===== src/rtl/fm_phase_sweeper.sv =====
// fm_phase_sweeper: time-multiplexed phase-accumulator engine. A rising edge of the
// sample tick sweeps every operator slot: fetch increment and flags, advance the
// phase, write it back and drive the square-wave channel pins.
module fm_phase_sweeper #(
  parameter int unsigned ACC_RESOLUTION = 22,
  parameter int unsigned N_VOICES       = 16,
  parameter int unsigned N_OPS          = 6,
  parameter int unsigned TICKS_PER_OP   = 4,
  parameter int unsigned N_CHAN         = 8,
  parameter int unsigned ADDR_W         = 10
) (
  input  logic                      IO_main_clk,
  input  logic                      IO_rst,
  input  logic                      IO_audio_clk,
  output logic [ADDR_W-1:0]         IO_User_Mem_addr,
  input  logic [ACC_RESOLUTION-1:0] IO_User_Mem_value,
  output logic [ADDR_W-1:0]         IO_Flag_addr,
  input  logic [1:0]                IO_Flag_value,
  output logic [N_CHAN-1:0]         IO_chan,
  output logic                      IO_busy,
  output logic                      IO_sweep_done,
  output logic                      IO_overrun
);

  localparam int unsigned S     = N_VOICES * N_OPS;
  localparam int unsigned IDX_W = (S > 1) ? $clog2(S) : 1;
  localparam int unsigned PH_W  = $clog2(TICKS_PER_OP);

  localparam logic [ADDR_W-1:0] LAST_SLOT = ADDR_W'(S - 1);
  localparam logic [PH_W-1:0]   LAST_PH   = PH_W'(TICKS_PER_OP - 1);
  localparam logic [PH_W-1:0]   PH1       = PH_W'(1);
  localparam logic [PH_W-1:0]   PH2       = PH_W'(2);
  localparam logic [PH_W-1:0]   PH3       = PH_W'(3);

  typedef enum logic [1:0] {CLEAR, IDLE, SWEEP} state_t;

  state_t                    state, state_n;
  logic [ADDR_W-1:0]         slot, slot_n;
  logic [PH_W-1:0]           ph, ph_n;
  logic                      tick_q;
  logic                      start;
  logic                      busy_n, done_n, overrun_n;

  logic [ACC_RESOLUTION-1:0] mem [S];
  logic [ACC_RESOLUTION-1:0] rd_data;
  logic                      wr_en;
  logic [ACC_RESOLUTION-1:0] wr_data;
  logic [IDX_W-1:0]          slot_idx;

  logic [ACC_RESOLUTION-1:0] inc, acc_old, acc_new;
  logic                      gate, prst;

  assign start    = IO_audio_clk & ~tick_q;
  assign slot_idx = slot[IDX_W-1:0];

  // Next-state and next-value logic for the sweep sequencer.
  always_comb begin
    state_n   = state;
    slot_n    = slot;
    ph_n      = ph;
    busy_n    = IO_busy;
    done_n    = 1'b0;
    overrun_n = IO_overrun;
    case (state)
      CLEAR: begin
        slot_n = slot + ADDR_W'(1);
        if (slot == LAST_SLOT) begin
          state_n = IDLE;
          slot_n  = '0;
          busy_n  = 1'b0;
        end
      end
      IDLE: begin
        if (start) begin
          state_n = SWEEP;
          slot_n  = '0;
          ph_n    = '0;
          busy_n  = 1'b1;
        end
      end
      SWEEP: begin
        if (start) overrun_n = 1'b1;
        if (ph == LAST_PH) begin
          ph_n = '0;
          if (slot == LAST_SLOT) begin
            slot_n  = '0;
            done_n  = 1'b1;
            busy_n  = 1'b0;
            state_n = IDLE;
          end else begin
            slot_n = slot + ADDR_W'(1);
          end
        end else begin
          ph_n = ph + PH_W'(1);
        end
      end
      default: state_n = CLEAR;
    endcase
  end

  // Sequencer registers; addresses load with the next slot so they are
  // already stable during ph0 and the external registered read lands in ph1.
  always_ff @(posedge IO_main_clk) begin
    if (IO_rst) begin
      state            <= CLEAR;
      slot             <= '0;
      ph               <= '0;
      tick_q           <= 1'b0;
      IO_busy          <= 1'b1;
      IO_sweep_done    <= 1'b0;
      IO_overrun       <= 1'b0;
      IO_User_Mem_addr <= '0;
      IO_Flag_addr     <= '0;
    end else begin
      state            <= state_n;
      slot             <= slot_n;
      ph               <= ph_n;
      tick_q           <= IO_audio_clk;
      IO_busy          <= busy_n;
      IO_sweep_done    <= done_n;
      IO_overrun       <= overrun_n;
      IO_User_Mem_addr <= slot_n;
      IO_Flag_addr     <= slot_n;
    end
  end

  assign wr_en   = (state == CLEAR) || ((state == SWEEP) && (ph == PH3));
  assign wr_data = (state == CLEAR) ? '0 : acc_new;

  // Phase storage: one write port, one registered read port, no reset.
  always_ff @(posedge IO_main_clk) begin
    if (wr_en) mem[slot_idx] <= wr_data;
    rd_data <= mem[slot_idx];
  end

  // Per-slot datapath: latch operands, compute the new phase, drive channel pins.
  always_ff @(posedge IO_main_clk) begin
    if (IO_rst) begin
      IO_chan <= '0;
      inc     <= '0;
      acc_old <= '0;
      acc_new <= '0;
      gate    <= 1'b0;
      prst    <= 1'b0;
    end else if (state == SWEEP) begin
      if (ph == PH1) begin
        inc     <= IO_User_Mem_value;
        gate    <= IO_Flag_value[0];
        prst    <= IO_Flag_value[1];
        acc_old <= rd_data;
      end
      if (ph == PH2) begin
        acc_new <= prst ? '0 : (gate ? acc_old + inc : acc_old);
      end
      if (ph == PH3) begin
        for (int unsigned k = 0; k < N_CHAN; k++) begin
          if (slot == ADDR_W'(k)) IO_chan[k] <= acc_new[ACC_RESOLUTION-1];
        end
      end
    end
  end

endmodule


===== config.mk =====
export PLATFORM = sky130hd
export DESIGN_NAME = fm_phase_sweeper
export DESIGN_NICKNAME = d
export VERILOG_FILES = /design/src/rtl/fm_phase_sweeper.sv
export SDC_FILE = /design/constraint.sdc
export NUM_CORES = 2
export LEC_CHECK = 0
export ABC_CLOCK_PERIOD_IN_PS = 12000
export CAP_MARGIN = 20
export CORE_MARGIN = 1
export CORE_UTILIZATION = 40
export DETAILED_ROUTE_END_ITERATION = 12
export REMOVE_ABC_BUFFERS = 1
export SYNTH_ARGS = -nofsm -noshare
export SYNTH_HDL_FRONTEND = slang
export SYNTH_SLANG_ARGS = --single-unit

===== constraint.sdc =====
create_clock -name IO_main_clk -period 12 [get_ports IO_main_clk]
set_clock_uncertainty 0.15 [all_clocks]
set_input_delay 1.8 -clock IO_main_clk [delete_from_list [all_inputs] [get_ports IO_main_clk]]
set_output_delay 1.8 -clock IO_main_clk [all_outputs]
set_load 0.05 [all_outputs]

* Word-level counts from Yosys, hierarchy flattened
Memory sizes are Yosys's and may differ from the RTL's. A register that Yosys moved wholly into a read port is not among the register bits. Cells that the tools add are included.
Storage, ports and cells: register bits after elaboration 94, latch bits 0, memory bits (writable) 2112, memory bits (read-only) 0, logic and storage cells 85, memories 1
Memories:
- mem | words 96, bits a word 22, read ports 1, clocked after Yosys merged registers in 1, wr ports 1, line 44 | logic [ACC_RESOLUTION-1:0] mem [S];
Cells by class: $add $sub $neg 3, multipliers 0, div/mod/pow operators 0, $lt $le $gt $ge 0, equal/unequal tests 15, shifts and indexed selects 0, muxes and demuxes 21, bitwise operators 4, reduce and logical (&&, ||, !) cells 21
Operator list (number):
- 22-bit 2-to-1 mux | 3
- 10-bit by 3-bit == test with 1-bit output, second input constant | 4
- 10-bit 2-to-1 mux | 3
- 10-bit case mux with 3 select lines | 1
- 3-bit AND reduction | 9
- 22-bit adder | 1
- 10-bit by 2-bit == test with 1-bit output, second input constant | 2
- 10-bit by 1-bit adder with 10-bit output, second input constant | 1
- 10-bit by 1-bit == test with 1-bit output, second input constant | 1
- 10-bit by 7-bit == test with 1-bit output, second input constant | 1
- 10-bit logical NOT | 1
- 2-bit 2-to-1 mux | 5
- 2-bit AND reduction | 5
- 2-bit == test, second input constant | 3
- 1-bit 2-to-1 mux | 6
- 2-bit case mux with 3 select lines | 1
- 2-bit by 1-bit == test with 1-bit output, second input constant | 2
- 2-bit != test, second input constant | 2
- 2-bit case mux with 2 select lines | 1
- 1-bit NOT | 3
- 1-bit case mux with 3 select lines | 1
- 3-bit nonzero test | 1
- 3-bit OR reduction | 1
- 2-bit by 1-bit adder with 2-bit output, second input constant | 1
- other kinds (5) | 5

* Longest topological paths before layout
word-level depth 5, depth in mapped cells 12, mapped depth without buffers 9

* Worst setup path after synthesis
No wires, ideal clock.
path type reg-to-reg, start point reg state[0], end point mem mem[0][10] (data pin), setup time 0.675 ns, data arrival time 3.259 ns, data required time 11.175 ns, slack 7.917 ns, cell stages (with the launch flop) 5, path buffers 2, period minus slack after synthesis 4.083 ns, cell sequence dfxtp_1 clkbuf_1 nor2_1 clkbuf_1 nor2b_1
On the way: cells in the longest elaborated chain, start to end 2
RTL lines:
- start, declared | line 37 | state_t state, state_n;
- start signal, assigned | line 115 | state <= state_n;
- 2-bit logical NOT | line 128 | assign wr_data = (state == CLEAR) ? '0 : acc_new;
- 22-bit 2-to-1 mux | line 128
- via wr_data[10] | line 47 | logic [ACC_RESOLUTION-1:0] wr_data;
- end, declared | line 44
The timed path passes the listed nets, and every way through them passes these cells.

==> results.ini <==
[layout]
nets=5275
register_area_sq_um=65800
layout-drive-gt1-share_pct=18.4
multi_input_area_sq_um=19700
fillCellCount=18436
stdcell_count=8246
areaGrowthSynthToFinish_pct=13.5
final_util_pct=45.9

[global_route]
first_global_vias=49644
track_usage_pct=25.5
grt_start_max_net_pins=109
grt.met1_usage_pct=35.9
busiest_layer=met2
antenna_found_initial=18
groute.layer.met2.usage_pct=38.1
globalRouteOverflowTotal=0
grt.met3_usage_pct=5.66
global_route_wire_length_before_repair_mm=394

[sta]
post-route-worst-setup-slack_ns=6.02
worst_pin_slew_ns=1.23
setup_tns_after_final_layout_ns=0
fin_max_slew_vios=0
fmax_mhz=167
min_period_over_period_pct=49.8
setup_violations=0
period_needed_ns=5.98
rsz0062_at_grt=no
slew_headroom_pct=17.3
hold_viol_final=0

[yosys]
synth_most_common_cell=edfxtp_1
yosys-top-cells-area=edfxtp_1 (73%), mux4_2 (3.5%), a221oi_1 (2.9%), mux2i_1 (2.9%), dfxtp_1 (2.7%)
synth_common_cells=edfxtp_1 (2112), nor2_1 (299), a221oi_1 (292)
ys_seq_area_share_pct=75.6
synth.top_cell.area_share_pct=72.9
synth.largest_area_cell=edfxtp_1
yosys_register_bits=2228
yosysWarningCount=0
ys_async_sr_fraction_pct=0
synth.cell_area_sq_um=87000
ys.flop_type=edfxtp_1
post_synth_edffs=2112
synth_area_per_cell_sq_um=17.2
ys_types=82
post_synth_inst_count=5061

[placement]
gp_congestion=0.915
port_buffers=57
dpl.hpwl_mm=161
place_ws_ns=6.58
placed_cells_incl_taps=7828

[clocking]
cts_setup_buffers=0
clock_sink_count=2228
cts_resized=0
tritoncts=built
holdBufCountCts=0
insertion_delay_ns=0.89
cts_root_buf=clkbuf_16
clk_pin_slew_worst_paths_ns=0.06
cts_inserted_buffers=222
clock_path_buffers=3
h-tree-depth=4

[die]
die_area_sq_um=219000
chipWidth_um=468
floorplan.io_pins=58
placement_rows=170
initial_cell_density_of_the_core_pct=40.4
placeableCoreArea_sq_um=215000
fp.dieH_um=468

[worst_setup_path]
setup.worst_path.class=register to primary output
cpMostUsedCell=buf_4
critical_path.cell_chain=buf_4, buf_4, clkdlybuf4s50_1
worst-path-max-fanout=45
slowest_library_cell_on_the_worst_path=clkdlybuf4s50_1
worst_setup_path_end_kind=primary output
data_required_time_at_the_worst_endpoint_ns=10.05
biggest_cell_delay_along_the_critical_path_ns=0.92
timing.critical_path.arrival_ns=4.03
worst-path-buf-inv=3
startpoint_class_of_the_critical_path=register
cp_top_family=buffers and inverters

[power_and_ir_drop]
vdd.ir_drop.worst_v=0.000155
total_leakage_power_uw=0.0291
total_power_uw=16500
power-per-cell-area_nw_per_um2=167

[drt]
wl_per_cell_um=34.2
drt_first_iter_violations=7778
drc_errors=0
final_antenna_net_count=0
totalWireLength_mm=282
avgViaCountPerCell=6.33
router_iterations_before_antenna_repair=6
vias=52193

[status]
outcome=complete, no violations

[min_path]
class_of_the_most_critical_hold_timing_path=register to register

[run]
drv.max_cap_violation_count=0

[state kept, by name, indices dropped and copies added, names as in the netlist]
signal and flops:
rd_data 22, IO_overrun 1, inc 22, IO_chan 8, IO_sweep_done 1, acc_new 22, gate 1, mem 2112
tick_q 1, IO_busy 1, state 2, prst 1, slot 10, ph 2, acc_old 22
[final timing paths]
path / start / end / slack, ns / cells past startpoint
worst max-delay path: slot[1]$_SDFFE_PP0P_ / IO_Flag_addr[1] / 6.02 / 3
worst min-delay path: acc_new[14]$_SDFFE_PP0P_ / acc_new[14]$_SDFFE_PP0P_ / 0.31 / 2
worst max register to register: slot[0]$_SDFFE_PP0P_ / rd_data[19]$_DFF_P_ / 6.61 / 11
worst min register to register: acc_new[14]$_SDFFE_PP0P_ / acc_new[14]$_SDFFE_PP0P_ / 0.31 / 2
[stage by stage]
stage               instance area, sq um  hold WS [ns]
floorplan                          85000         0.261
global placement                   91400         0.295
detailed placement                 91500         0.301
CTS                                98700         0.313
global route                       98700         0.333
finish                             98700         0.306
[power by group]
group | switching, uW | internal [uW] | leakage (uW)
logic | 806 | 364 | 0.00710
registers | 53.3 | 8430 | 0.0185
clock network | 3020 | 3860 | 0.00350
[worst min-delay path, stage by stage (launching register included)]
cell and delay (ns):
dfxtp_1 0.31, nand2_1 0.05, a21oi_1 0.05
[metal layers]
metal	vias up	share of wire (%)	wire (um)
met5	-	0.035	98
met4	14	4.7	13200
met2	3552	44	125000
met1	27112	39	110000
li1	20882	-	-
met3	633	12	34100
[placed cells by master (no fill, tap or decap), types with 12 or more instances in the layout]
cell	netlist	routed
nand2_1	274	273
edfxtp_1	2112	2112
dfxtp_1	116	111
a22oi_1	104	104
clkdlybuf4s50_1	0	56
bufinv_16	0	17
nor2b_4	0	28
o21ai_0	131	131
nor3_1	21	21
a21oi_1	204	204
mux2i_1	255	255
a221oi_1	292	292
a211oi_1	26	26
a221o_1	37	37
xnor2_1	17	17
o22ai_1	107	107
nand3_1	34	34
nor2_1	299	199
o211ai_1	12	12
clkinv_1	1	52
clkinv_2	0	38
mux2_2	149	149
a31oi_1	27	27
o221ai_1	49	49
ha_1	28	28
clkbuf_16	0	224
o22a_1	21	21
mux4_2	134	134
clkbuf_1	111	51
a22o_1	33	33
buf_4	79	225
nor2_2	2	94
[final cells by class]
type | count | share of cell area, %
Sequential cell | 2228 | 66.6
Multi-Input combinational cell | 2460 | 20.0
Clock buffer | 284 | 5.99
Tap cell | 2838 | 3.60
Timing Repair Buffer | 293 | 2.45
Clock inverter | 126 | 1.29
Inverter | 14 | 0.0646
Antenna cell | 3 | 0.00761
[cells by family (layout without fill, tap and decap cells)]
group                    count (synthesis)  in the layout  synth area share [%]
adder cells (fa/ha/maj)                 29             29                 0.426
AO/OA/AOI/OAI                         1134           1134                  9.45
AND/OR/NAND/NOR                        727            727                  3.52
flip-flops                            2228           2228                  75.6
XOR/XNOR                                26             26                 0.262
multiplexers                           544            544                  8.42
other                                    0              3                     0
buffers and inverters                  373            717                  2.33
Note: power is estimated with default switching activity, not from simulation.
